<file path="config.mk">
export PLATFORM = sky130hd
export DESIGN_NAME = axis_packet_parser
export DESIGN_NICKNAME = d
export VERILOG_FILES = /design/src/rtl/axis_packet_pkg.sv /design/src/rtl/axis_pkt_err_counter.sv /design/src/rtl/axis_packet_parser.sv
export SDC_FILE = /design/constraint.sdc
export NUM_CORES = 1
export LEC_CHECK = 0
export ABC_AREA = 1
export CAP_MARGIN = 20
export CELL_PAD_IN_SITES_DETAIL_PLACEMENT = 1
export CELL_PAD_IN_SITES_GLOBAL_PLACEMENT = 2
export CORE_ASPECT_RATIO = 2
export CORE_MARGIN = 1.5
export CORE_UTILIZATION = 30
export CTS_CLUSTER_DIAMETER = 150
export CTS_CLUSTER_SIZE = 20
export DETAILED_ROUTE_END_ITERATION = 12
export PLACE_DENSITY = 0.9
export REMOVE_ABC_BUFFERS = 1
export SYNTH_ARGS = -nofsm -noshare
export SYNTH_HDL_FRONTEND = slang
export SYNTH_SLANG_ARGS = --single-unit
</file>
<file path="constraint.sdc">
create_clock -name master_clock -period 2.4 [get_ports master_clock]
set_input_delay 0.72 -clock master_clock [delete_from_list [all_inputs] [get_ports master_clock]]
set_output_delay 0.72 -clock master_clock [all_outputs]
set_load 0.05 [all_outputs]
</file>
<file path="src/rtl/axis_packet_pkg.sv">
// Shared framing constants, FSM state encoding and result payload for the AXIS packet parser.
package axis_packet_pkg;

    localparam logic [31:0] HEADER_VALUE = 32'hAAAA_AAAA;
    localparam logic [31:0] FOOTER_VALUE = 32'h5555_5555;
    localparam logic [31:0] TLAST_VALUE  = 32'hBBBB_BBBB;

    localparam int unsigned PROC_WORDS = 3;
    localparam int unsigned IDX_W      = 9;
    localparam int unsigned ACC_W      = 48;

    typedef enum logic [3:0] {
        ST_HUNT       = 4'd0,
        ST_TIME_STAMP = 4'd1,
        ST_PAYLOAD    = 4'd2,
        ST_FOOTER     = 4'd3,
        ST_POST       = 4'd4
    } state_e;

    typedef struct packed {
        logic [31:0]      ts;
        logic [ACC_W-1:0] d_acc;
        logic [ACC_W-1:0] c_acc;
    } result_t;

endpackage

</file>
<file path="src/rtl/axis_pkt_err_counter.sv">
// Saturating event counter with synchronous clear; clear has priority over increment.
module axis_pkt_err_counter
    import axis_packet_pkg::*;
#(
    parameter int unsigned W = 16
) (
    input  logic         clk_i,
    input  logic         clr_i,
    input  logic         inc_i,
    output logic [W-1:0] count_o
);

    logic [W-1:0] count_q;

    // Count up on inc_i, holding at all-ones.
    always_ff @(posedge clk_i) begin
        if (clr_i) begin
            count_q <= '0;
        end else if (inc_i && (count_q != '1)) begin
            count_q <= count_q + W'(1);
        end
    end

    assign count_o = count_q;

endmodule

</file>
<file path="src/rtl/axis_packet_parser.sv">
// Receive-side AXIS framing checker: HEADER, timestamp, payload, FOOTER, optional BBBBBBBB tlast.
// Optional build macro TIMESTAMP_CHECK_EN adds a monotonic-timestamp check and the ts_error port.
module axis_packet_parser
    import axis_packet_pkg::*;
#(
    parameter int unsigned RAW_WORDS      = 512,
    parameter int unsigned TIMEOUT_CYCLES = 4096,
    parameter int unsigned CNT_W          = 16
) (
    input  logic             master_clock,
    input  logic             reset,
    input  logic             send_raw_data,
    input  logic [31:0]      data_tdata,
    input  logic             data_tvalid,
    input  logic             data_tlast,
    output logic             data_tready,
    output logic [31:0]      raw_word,
    output logic [IDX_W-1:0] raw_index,
    output logic             raw_valid,
    output logic [31:0]      res_timestamp,
    output logic [ACC_W-1:0] res_c_acc,
    output logic [ACC_W-1:0] res_d_acc,
    output logic             res_valid,
    input  logic             res_ready,
    output logic             burst_done,
    output logic [CNT_W-1:0] packet_count,
    output logic [CNT_W-1:0] error_count,
    output logic [3:0]       dbg_state
`ifdef TIMESTAMP_CHECK_EN
    ,
    output logic             ts_error
`endif
);

    localparam int unsigned IDLE_W = $clog2(TIMEOUT_CYCLES + 1);

    state_e           state_q, state_d;
    logic             mode_q, mode_d;
    logic [IDX_W-1:0] beat_q, beat_d;
    logic [IDLE_W-1:0] idle_q, idle_d;
    logic [31:0]      ts_stage_q, ts_stage_d;
    logic [ACC_W-1:0] c_stage_q, c_stage_d;
    logic [ACC_W-1:0] d_stage_q, d_stage_d;
    result_t          res_q, res_d;
    logic             res_valid_q, res_valid_d;
    logic [31:0]      raw_word_q, raw_word_d;
    logic [IDX_W-1:0] raw_index_q, raw_index_d;
    logic             raw_valid_q, raw_valid_d;
    logic             burst_done_q, burst_done_d;
    logic [CNT_W-1:0] pkt_cnt_q, pkt_cnt_d;
    logic             err_inc;
    logic             accept;
    logic             timeout_hit;
`ifdef TIMESTAMP_CHECK_EN
    logic [31:0]      prev_ts_q, prev_ts_d;
    logic             have_prev_q, have_prev_d;
    logic             ts_error_q, ts_error_d;
`endif

    // Stall the stream only while an unconsumed result is pending.
    assign data_tready = !(res_valid_q && !res_ready);
    assign accept      = data_tvalid && data_tready;
    assign timeout_hit = !accept && (idle_q == IDLE_W'(TIMEOUT_CYCLES - 1));

    // Next-state, datapath and strobe decode.
    always_comb begin
        state_d      = state_q;
        mode_d       = mode_q;
        beat_d       = beat_q;
        idle_d       = '0;
        ts_stage_d   = ts_stage_q;
        c_stage_d    = c_stage_q;
        d_stage_d    = d_stage_q;
        res_d        = res_q;
        res_valid_d  = res_valid_q && !res_ready;
        raw_word_d   = raw_word_q;
        raw_index_d  = raw_index_q;
        raw_valid_d  = 1'b0;
        burst_done_d = 1'b0;
        pkt_cnt_d    = pkt_cnt_q;
        err_inc      = 1'b0;
`ifdef TIMESTAMP_CHECK_EN
        prev_ts_d    = prev_ts_q;
        have_prev_d  = have_prev_q;
        ts_error_d   = ts_error_q;
`endif

        // Idle watchdog for the in-packet states.
        if ((state_q == ST_TIME_STAMP) || (state_q == ST_PAYLOAD) || (state_q == ST_FOOTER)) begin
            if (timeout_hit) begin
                err_inc = 1'b1;
                state_d = ST_HUNT;
            end else if (!accept) begin
                idle_d = idle_q + IDLE_W'(1);
            end
        end

        case (state_q)
            ST_HUNT: begin
                if (accept && (data_tdata == HEADER_VALUE)) begin
                    mode_d  = send_raw_data;
                    state_d = ST_TIME_STAMP;
                end
            end
            ST_TIME_STAMP: begin
                if (accept) begin
                    if (data_tlast) begin
                        err_inc = 1'b1;
                        state_d = ST_HUNT;
                    end else begin
                        ts_stage_d = data_tdata;
                        beat_d     = '0;
                        state_d    = ST_PAYLOAD;
`ifdef TIMESTAMP_CHECK_EN
                        if (have_prev_q && !(data_tdata > prev_ts_q)) begin
                            err_inc    = 1'b1;
                            ts_error_d = 1'b1;
                        end
`endif
                    end
                end
            end
            ST_PAYLOAD: begin
                if (accept) begin
                    if (data_tlast) begin
                        err_inc = 1'b1;
                        state_d = ST_HUNT;
                    end else if (mode_q) begin
                        raw_valid_d = 1'b1;
                        raw_word_d  = data_tdata;
                        raw_index_d = beat_q;
                        beat_d      = beat_q + IDX_W'(1);
                        if (beat_q == IDX_W'(RAW_WORDS - 1)) begin
                            state_d = ST_FOOTER;
                        end
                    end else begin
                        // Processed payload is {d_acc, c_acc}, least-significant word first.
                        case (beat_q)
                            IDX_W'(0): c_stage_d[31:0] = data_tdata;
                            IDX_W'(1): begin
                                c_stage_d[47:32] = data_tdata[15:0];
                                d_stage_d[15:0]  = data_tdata[31:16];
                            end
                            default:   d_stage_d[47:16] = data_tdata;
                        endcase
                        beat_d = beat_q + IDX_W'(1);
                        if (beat_q == IDX_W'(PROC_WORDS - 1)) begin
                            state_d = ST_FOOTER;
                        end
                    end
                end
            end
            ST_FOOTER: begin
                if (accept) begin
                    if (data_tdata == FOOTER_VALUE) begin
                        pkt_cnt_d = pkt_cnt_q + CNT_W'(1);
                        if (!mode_q) begin
                            res_d.ts    = ts_stage_q;
                            res_d.c_acc = c_stage_q;
                            res_d.d_acc = d_stage_q;
                            res_valid_d = 1'b1;
                        end
`ifdef TIMESTAMP_CHECK_EN
                        prev_ts_d   = ts_stage_q;
                        have_prev_d = 1'b1;
`endif
                        state_d = ST_POST;
                    end else begin
                        err_inc = 1'b1;
                        state_d = ST_HUNT;
                    end
                end
            end
            ST_POST: begin
                if (accept) begin
                    if (data_tdata == HEADER_VALUE) begin
                        mode_d  = send_raw_data;
                        state_d = ST_TIME_STAMP;
                    end else if ((data_tdata == TLAST_VALUE) && data_tlast) begin
                        burst_done_d = 1'b1;
                        state_d      = ST_HUNT;
                    end else begin
                        err_inc = 1'b1;
                        state_d = ST_HUNT;
                    end
                end
            end
            default: state_d = ST_HUNT;
        endcase
    end

    // State and datapath registers.
    always_ff @(posedge master_clock) begin
        if (reset) begin
            state_q      <= ST_HUNT;
            mode_q       <= 1'b0;
            beat_q       <= '0;
            idle_q       <= '0;
            ts_stage_q   <= '0;
            c_stage_q    <= '0;
            d_stage_q    <= '0;
            res_q        <= '0;
            res_valid_q  <= 1'b0;
            raw_word_q   <= '0;
            raw_index_q  <= '0;
            raw_valid_q  <= 1'b0;
            burst_done_q <= 1'b0;
            pkt_cnt_q    <= '0;
`ifdef TIMESTAMP_CHECK_EN
            prev_ts_q    <= '0;
            have_prev_q  <= 1'b0;
            ts_error_q   <= 1'b0;
`endif
        end else begin
            state_q      <= state_d;
            mode_q       <= mode_d;
            beat_q       <= beat_d;
            idle_q       <= idle_d;
            ts_stage_q   <= ts_stage_d;
            c_stage_q    <= c_stage_d;
            d_stage_q    <= d_stage_d;
            res_q        <= res_d;
            res_valid_q  <= res_valid_d;
            raw_word_q   <= raw_word_d;
            raw_index_q  <= raw_index_d;
            raw_valid_q  <= raw_valid_d;
            burst_done_q <= burst_done_d;
            pkt_cnt_q    <= pkt_cnt_d;
`ifdef TIMESTAMP_CHECK_EN
            prev_ts_q    <= prev_ts_d;
            have_prev_q  <= have_prev_d;
            ts_error_q   <= ts_error_d;
`endif
        end
    end

    // Framing error counter; reset takes priority over a same-cycle error.
    axis_pkt_err_counter #(
        .W (CNT_W)
    ) u_err_counter (
        .clk_i   (master_clock),
        .clr_i   (reset),
        .inc_i   (err_inc),
        .count_o (error_count)
    );

    assign raw_word      = raw_word_q;
    assign raw_index     = raw_index_q;
    assign raw_valid     = raw_valid_q;
    assign res_timestamp = res_q.ts;
    assign res_c_acc     = res_q.c_acc;
    assign res_d_acc     = res_q.d_acc;
    assign res_valid     = res_valid_q;
    assign burst_done    = burst_done_q;
    assign packet_count  = pkt_cnt_q;
    assign dbg_state     = 4'(state_q);
`ifdef TIMESTAMP_CHECK_EN
    assign ts_error      = ts_error_q;
`endif

endmodule

</file>
==> results.sh <==
export IMPL_cpMaxStageDelayCell="clkdlybuf4s50_1"
export IMPL_min_from="idle_q[0]"
export IMPL_drv_slew=0
export IMPL_placed_cell_area_um2=17900
export IMPL_antenna_found_initial=9
export IMPL_cts_sinks=359
export IMPL_first_iter_violations=501
export IMPL_synth_top_area_share_pct=51.1
export IMPL_fp_dieH_um=309
export IMPL_synthTopCellsByCount="411 x nor2_1, 359 x dfxtp_1, 190 x nand2_1"
export IMPL_viasPerCell=4.85
export IMPL_die_w_um=156
export IMPL_drt_total_wl_um=50900
export IMPL_finClkSkew_ns=0.0146
export IMPL_p_per_area_nw_per_um2=545
export IMPL_critPathBufInv=3
export IMPL_fin_setup_tns_ns=0
export IMPL_max_slew_worst_pin_slew_ns=0.616
export IMPL_drc=0
export IMPL_finish_instance_area_um2=18400
export IMPL_grt_max_degree=72
export IMPL_worstPathArrival_ns=1.65
export IMPL_yosysTopAreaCell="dfxtp_1"
export IMPL_hp_class="reg -> reg"
export IMPL_max_vdd_ir_drop_mv=0.357
export IMPL_core_um2=46500
export IMPL_cp_depth=4
export IMPL_dp_worst_setup_slack_ns=-0.653
export IMPL_fin_crit_sh_pct=98.6
export IMPL_cts_tree="yes"
export IMPL_status="completed"
export IMPL_maxCapViolCount=0
export IMPL_clock_latency_ns=0.54
export IMPL_reg2reg_depth=7
export IMPL_critPathKind="in -> out"
export IMPL_synth_edf_count=0
export IMPL_ys_async_sr_fraction_pct=0
export IMPL_cts_root_buffer="clkbuf_16"
export IMPL_ant_nets=0
export IMPL_start_util_pct=30.3
export IMPL_drtPass1Iterations=5
export IMPL_min_period_ns=2.37
export IMPL_yosysMostFrequentCell="nor2_1"
export IMPL_fin_nets=2165
export IMPL_swShare_pct=22.8
export IMPL_wl_per_cell_um=18.5
export IMPL_drive_above_1_share_pct=11.9
export IMPL_cp_start_kind="primary input"
export IMPL_final_setup_viol_count=0
export IMPL_yosysWarnings=0
export IMPL_synth_seq_cells=359
export IMPL_end_kind="output pin"
export IMPL_numCtsBuffers=21
export IMPL_cp_top_family="buffers and inverters"
export IMPL_holdBufCountCts=0
export IMPL_seq_power_share_pct=59.4
export IMPL_cts_htree_levels=1
export IMPL_syn_inst=1808
export IMPL_min_path_cells=1
export IMPL_synth_distinct_cells=43
export IMPL_track_usage_pct=20.4
export IMPL_ys_flop_type="dfxtp_1"
export IMPL_path_clk_slew_ns=0.08
export IMPL_final_core_util_pct=39.5
export IMPL_vias=13319
export IMPL_clockPowerShare_pct=35.3
export IMPL_p_sw_w=0.00229
export IMPL_power_leakage_nw=7.80
export IMPL_crit_chain="clkdlybuf4s50_1 -> nor2_1 -> inv_1 -> buf_4"
export IMPL_cpPeakStageDelay_ns=0.40
export IMPL_crit_fanout=2
export IMPL_grt_pass1_vias=13686
export IMPL_avgSynthCellArea_um2=7.79
export IMPL_placementRows=112
export IMPL_ioPinCount=247
export IMPL_synth_area_leaders="dfxtp_1 51%, nor2_1 11%, a21oi_1 6.2%"
export IMPL_power_internal_w=0.00773
export IMPL_die_area_um2=48300
export IMPL_grt_first_pass_wirelength_um=76500
export IMPL_synthesis_area_um2=14100
export IMPL_setup_ws_ns=0.0340
export IMPL_hold_viol=0
export IMPL_syn2layout_area_growth_pct=30.5
export IMPL_gp_congestion=0.832
export IMPL_r2r_start="beat_q[5]"
export IMPL_ys_seq_area_share_pct=51.1
export IMPL_post_dp_hpwl_um=37400
export IMPL_required_ns=1.68
export IMPL_port_buffers=246
export IMPL_clock_path_buffers=3
export IMPL_fmax_mhz=423
export IMPL_globalRoute_totalOverflow=0
export IMPL_power_frac_comb_pct=5.3
export IMPL_slew_limit_headroom_pct=58.6
export IMPL_worstSetupStartpoint="res_ready"
[repair_timing]
| item | in CTS | in global routing |
|---|---|---|
| setup buffers | 0 | 2 |
| resized for setup | 188 | 13 |
| cloned | 0 | 3 |
| pin swaps | 1 | 2 |
| setup endpoints to repair | 283 | 111 |
[placed cells by master (no fill, tap or decap), drive strengths merged, types with 3 or more instances in the layout]
| cell | count |
|---|---|
| diode | 3 |
| nand4 | 27 |
| a31oi | 4 |
| inv | 86 |
| or2 | 3 |
| clkbuf | 25 |
| buf | 176 |
| nor2 | 421 |
| nand2 | 193 |
| dfxtp | 359 |
| nand3 | 93 |
| clkdlybuf4s50 | 33 |
| dlygate4sd2 | 184 |
| xnor2 | 11 |
| nor3 | 21 |
| nor4 | 7 |
| a21oi | 173 |
| nor3b | 4 |
| ha | 8 |
| xor2 | 15 |
| o21ai | 262 |
[state kept, by name, indices dropped and copies added (netlist names)]
register and count:
burst_done 1, packet_count 16, beat_q 9, raw_valid 1
idle_q 13, ts_stage_q 32, u_err_counter.count_o 16, dbg_state 4
raw_index 9, raw_word 32, mode_q 1, c_stage_q 48
res_d_acc 48, d_stage_q 48, res_c_acc 48, res_timestamp 32
res_valid 1
[kinds of logic (layout without fill, tap and decap cells)]
kind of cell,count (synthesis),after routing,synth area share [%]
AND/OR/NAND/NOR,774,774,23.5
AO/OA/AOI/OAI,442,442,15.8
flip-flops,359,359,51.1
buffers and inverters,198,508,7.33
XOR/XNOR,26,26,1.62
adder cells (fa/ha/maj),8,8,0.711
other,1,4,0.0266
[per-stage QoR]
| step | power [W] | hold WS [ns] | instances |
|---|---|---|---|
| 2_1_floorplan | 0.00630 | 0.418 | 1698 |
| 3_3_place_gp | 0.00662 | 0.427 | 2718 |
| 3_5_place_dp | 0.00662 | 0.439 | 2718 |
| 4_1_cts | 0.0101 | 0.457 | 2740 |
| 5_1_grt | 0.0104 | 0.476 | 2748 |
| 6_report | 0.0100 | 0.454 | 2748 |
[power by group through the flow]
stage | clock network, W | registers, W | logic (W)
floorplan | 0 | 0.00610 | 0.000200
CTS | 0.00366 | 0.00595 | 0.000535
finish | 0.00354 | 0.00595 | 0.000533
detailed placement | 0 | 0.00609 | 0.000532
global placement | 0 | 0.00609 | 0.000523
global route | 0.00385 | 0.00595 | 0.000576
[area by class of cell]
cell class                 instances  area, um^2
sequential                       359        7190
timing repair buffer             398        3610
inverter                          88         335
tap                              627         785
clock buffer                      22         529
antenna                            3        7.51
multi-input combinational       1251        5920
fill                            5801       28100
[worst paths after layout]
| kind | to | slack [ns] |
|---|---|---|
| hold reg to reg | idle_q[0] | 0.45 |
| setup / recovery | data_tready | 0.03 |
| setup reg to reg | c_stage_q[39] | 0.28 |
| hold / removal | idle_q[0] | 0.45 |
[per-layer routing]
layer / part of all wire (%) / GRT usage [%] / up-vias
met5: 0.13 / 0 / -
met4: 4.2 / 9.94 / 12
met3: 4.4 / 3.45 / 93
met2: 54 / 39.3 / 266
met1: 37 / 21.0 / 6396
li1: - / - / 6552
No activity file was read; power rests on OpenSTA's default activity.
==> edit 1 (config.mk and constraints unchanged) <==
Set the parameter `TIMEOUT_CYCLES` to 8192 (it was 4096).
--- a/src/rtl/axis_packet_parser.sv
+++ b/src/rtl/axis_packet_parser.sv
@@ -6,3 +6,3 @@
     parameter int unsigned RAW_WORDS      = 512,
-    parameter int unsigned TIMEOUT_CYCLES = 4096,
+    parameter int unsigned TIMEOUT_CYCLES = 8192,
     parameter int unsigned CNT_W          = 16
Check against the original RTL: same outputs for any inputs over 4 cycles, from zero or initial values and one cycle with reset high; that may be too few to reach the edited logic, so the function may still have changed.
==> edit 1 against the original RTL <==
Maximum frequency rose by 1.9%. Area after synthesis fell by 0.14%. Highest routed layer unchanged. Via count rose by 0.22%. Register-to-register slack got worse by 0.03 ns. Non-clock buffer count fell by 9. Design area fell by 0.29%. Setup slack improved by 0.043 ns. Critical path depth fell by 3. Routed wire length fell by 2.6%. Count of clock-buffer cells in the layout fell by 1. Power fell by 0.46%. Clock skew barely moved. Sequential cell count rose by 1.
==> edit 1: results (changes against the original RTL) <==
Run status = finished, final reports clean
Resized cells post-CTS = 175 (-6.9%)
Post-place instance area = 17,900 um2 (+0.12%)
Slowest CP cell = dlygate4sd2_1
Synth Area in Compound Gates = 14.8% (-0.97 points)
Post-synth cell types = 42 (-2.3%)
First-pass GRT wire length = 76.6 mm (+0.12%)
Post-DP HPWL = 36.9 mm (-1.4%)
Hold Path Sink = raw_word[21]$_SDFFE_PP0P_
Crit Reg-Reg Endpoint = u_err_counter.count_o[9]$_SDFFE_PP0P_
Setup WS post-layout = 0.0772 ns (+0.0432 ns)
Hold Path Depth = 2 (+1)
Initial antenna violation count = 5 (-4)
Via count = 13,300 (+0.22%)
Overall Global Routing Usage = 20.3% (-0.14 points)
Met2 routed WL = 26.9 mm (-2.0%)
Share of cells above drive strength 1 = 11.9% (-0.039 points)
Leakage power = 0.00845 uW (+8.4%)
Power Internal = 7710 uW (-0.27%)
Number of global-route vias before repair = 14,000 (+2.3%)
Reg2Reg Setup Slack = 0.25 ns (-0.03 ns)
HP Start = raw_word[21]$_SDFFE_PP0P_
Cell count of the worst reg-to-reg path = 12 (+5)
NumNets Final = 2,173 (+0.37%)
Adder-cell area share of the yosys netlist = 0.712% (+0.0010 points)
Fillers = 5,762 (-0.67%)
DRT iter0 DRCs = 595 (+19%)
Met1 wire length = 18.7 mm (-1.8%)
Met3 routed wirelength = 1.83 mm (-19%)
CP Class = reg -> out
Hold WC Path Type = reg -> reg
Clk buf depth = 3 (unchanged)
Critical path endpoint = res_timestamp[7]
Pre-CTS setup slack = -0.557 ns (+0.0965 ns)
Worst-margin pin slew = 0.653 ns (+0.0377 ns)
Clock Skews = 0.0142 ns (-0.000310 ns)
Register area share after synthesis = 51.3% (+0.22 points)
Most instantiated cells after synthesis = nor2_1 (410), dfxtp_1 (360), nand2_1 (258)
VDD IR-drop max = 0.290 mV (-19%)
Top post-synthesis cells by area = dfxtp_1 (51%), nor2_1 (11%), nand2_1 (6.9%)
Synth Area in XOR/XNOR = 1.99% (+0.38 points)
Wirelength per Cell = 18.0 um (-2.9%)
GPL Wtd Cong = 0.821 (-1.3%)
CP Launch Point = res_timestamp[7]$_SDFFE_PP0P_
Top_reg_cell synth = dfxtp_1
Storage cell area = 7210 um2 (+0.28%)
Crit-path max cell delay = 0.57 ns (+0.17 ns)
WP data arrival = 1.60 ns (-0.05 ns)
## edit 1: changes by cell type after synthesis, moves of 9 or more
cell / delta
inv_1: -15
buf_8: -10
nand4_1: -10
clkbuf_1: -9
nand2_1: +68
o21ai_0: +16
o21ai_1: -45
buf_4: +14
## edit 1: logic make-up after synthesis
| kind of cell | after synthesis |
|---|---|
| AO/OA/AOI/OAI | 413 |
| XOR/XNOR | 32 |
| adder cells (fa/ha/maj) | 8 |
| buffers and inverters | 187 |
| flip-flops | 360 |
| other | 1 |
| AND/OR/NAND/NOR | 823 |
## edit 1: final cells by class
| type | instances | area share, % |
|---|---|---|
| flip-flops and latches | 360 | 39.3 |
| clock buffers | 21 | 2.87 |
| repair buffers | 389 | 19.2 |
| multi-input cells | 1277 | 32.6 |
| well taps | 627 | 4.28 |
| diodes | 4 | 0.0546 |
| inverters | 78 | 1.64 |
## edit 1: layer usage
| layer | GRT usage (%) | up-vias |
|---|---|---|
| li1 | - | 6521 |
| met1 | 21.1 | 6493 |
| met2 | 39.1 | 246 |
| met3 | 2.66 | 86 |
| met4 | 10.1 | 2 |
| met5 | 0 | - |
## edit 1: stage by stage
step           hold WS [ns]  std cells
5_1_grt               0.496       2756
3_5_place_dp          0.454       2730
4_1_cts               0.470       2751
2_1_floorplan         0.418       1715
3_3_place_gp          0.428       2730
6_report              0.469       2756
## edit 1: worst min-delay path, delay by kind of cell (launching register included)
family             cells  cell delay (ns)
DFF                    1             0.32
and+or+nand+nor        1             0.06
AOI/OAI and AO/OA      1             0.05
## edit 1: power by group through the flow
stage          logic, uW  registers, uW  clock network (uW)
2_1_floorplan        143           6110                   0
3_3_place_gp         441           6110                   0
3_5_place_dp         446           6110                   0
4_1_cts              448           5970                3680
5_1_grt              479           5970                3870
6_report             443           5970                3560
==> edit 2 (config.mk and constraints unchanged) <==
Without the edit above. Take the reset off `c_stage_q` and load it in a clocked block of its own.
--- a/src/rtl/axis_packet_parser.sv
+++ b/src/rtl/axis_packet_parser.sv
@@ -199,3 +199,2 @@
             ts_stage_q   <= '0;
-            c_stage_q    <= '0;
             d_stage_q    <= '0;
@@ -219,3 +218,2 @@
             ts_stage_q   <= ts_stage_d;
-            c_stage_q    <= c_stage_d;
             d_stage_q    <= d_stage_d;
@@ -234,2 +232,6 @@
         end
+    end
+
+    always_ff @(posedge master_clock) begin
+        c_stage_q <= c_stage_d;
     end
Formal check against the unedited RTL: same outputs for any inputs over 4 cycles, from zero or initial values and one cycle with reset high; that may be too few to reach the edited logic, so the function may still have changed.
==> edit 2 against the original RTL <==
Area after synthesis down 2.9%. Largest cell class unchanged. Routed wire length down 3.8%. Design area down 1.5%. Cell count down 7.4%. Sequential cell count unchanged. Setup slack better by 0.053 ns. Critical endpoint unchanged. Power up 1.5%. Clock power up 4%.
==> edit 2: results (changes against the original RTL) <==
Run status = finished, final reports clean
Post-synth cell types = 38 (-12%)
Post-synth EDFFs = 48 (+48)
Pre-CTS setup slack = -0.485 ns (+0.169 ns)
Worst-margin pin slew = 0.559 ns (-0.0568 ns)
M1 GR Usage = 20.9% (-0.040 points)
Overall Global Routing Usage = 20.6% (+0.23 points)
Reg2Reg Setup Slack = 0.22 ns (-0.06 ns)
Crit Reg-Reg Endpoint = u_err_counter.count_o[13]$_SDFFE_PP0P_
Combinational power = 421 uW (-21%)
DRT iter0 DRCs = 569 (+14%)
Met3 routed wirelength = 2.11 mm (-7.0%)
First-pass GRT wire length = 75.4 mm (-1.4%)
Dpl cells = 2,508 (-7.7%)
Clock Skews = 0.0140 ns (-0.000516 ns)
Initial antenna violation count = 2 (-7)
Resized cells post-CTS = 185 (-1.6%)
Met3 global-route usage = 2.91% (-0.54 points)
Met2 routed WL = 27.0 mm (-1.5%)
Cell count of the worst reg-to-reg path = 12 (+5)
Met1 wire length = 17.5 mm (-7.8%)
Power Internal = 7910 uW (+2.2%)
Clock network power = 3680 uW (+4%)
WHS = 0.463 ns (+0.00883 ns)
NumNets Final = 2,017 (-6.8%)
Number of global-route vias before repair = 13,400 (-2.0%)
Leakage power = 0.00808 uW (+3.6%)
Wirelength per Cell = 19.3 um (+3.9%)
RR Startpoint = idle_q[0]$_SDFF_PP0_
Share of cells above drive strength 1 = 11.5% (-0.45 points)
Vias per cell = 4.96 (+2.3%)
Post-place instance area = 17,700 um2 (-1.0%)
Crit-path max cell delay = 0.42 ns (+0.02 ns)
Largest net degree at the start of global routing = 76 (+5.6%)
Top post-synthesis cells by area = dfxtp_1 (46%), edfxtp_1 (11%), nor2_1 (9.6%)
WP data arrival = 1.59 ns (-0.06 ns)
-- edit 2: changes by cell type in the layout (fill, tap and decap cells not counted), sizes merged, moves of 3 or more --
cell,before,now
a21oi,173,155
a31oi,4,0
buf,176,171
clkbuf,25,35
dfxtp,359,311
edfxtp,0,48
nand2,193,189
nand4,27,22
nor2,421,357
o21ai,262,217
xor2,15,18
-- edit 2: area by class of cell --
cell class	instances	area (um2)	area share (%)
antenna	2	5.00	0.0277
clock buffer	35	578	3.19
inverter	85	327	1.80
multi-input combinational	1112	5260	29.1
sequential	359	7670	42.4
tap	560	701	3.87
timing repair buffer	392	3550	19.6
-- edit 2: logic make-up after synthesis --
| logic type | count (synthesis) | synth area share (%) |
|---|---|---|
| AND/OR/NAND/NOR | 695 | 21.6 |
| AO/OA/AOI/OAI | 378 | 13.9 |
| flip-flops | 359 | 56.1 |
| buffers and inverters | 177 | 5.71 |
| XOR/XNOR | 30 | 1.92 |
| adder cells (fa/ha/maj) | 8 | 0.732 |
| other | 1 | 0.0274 |
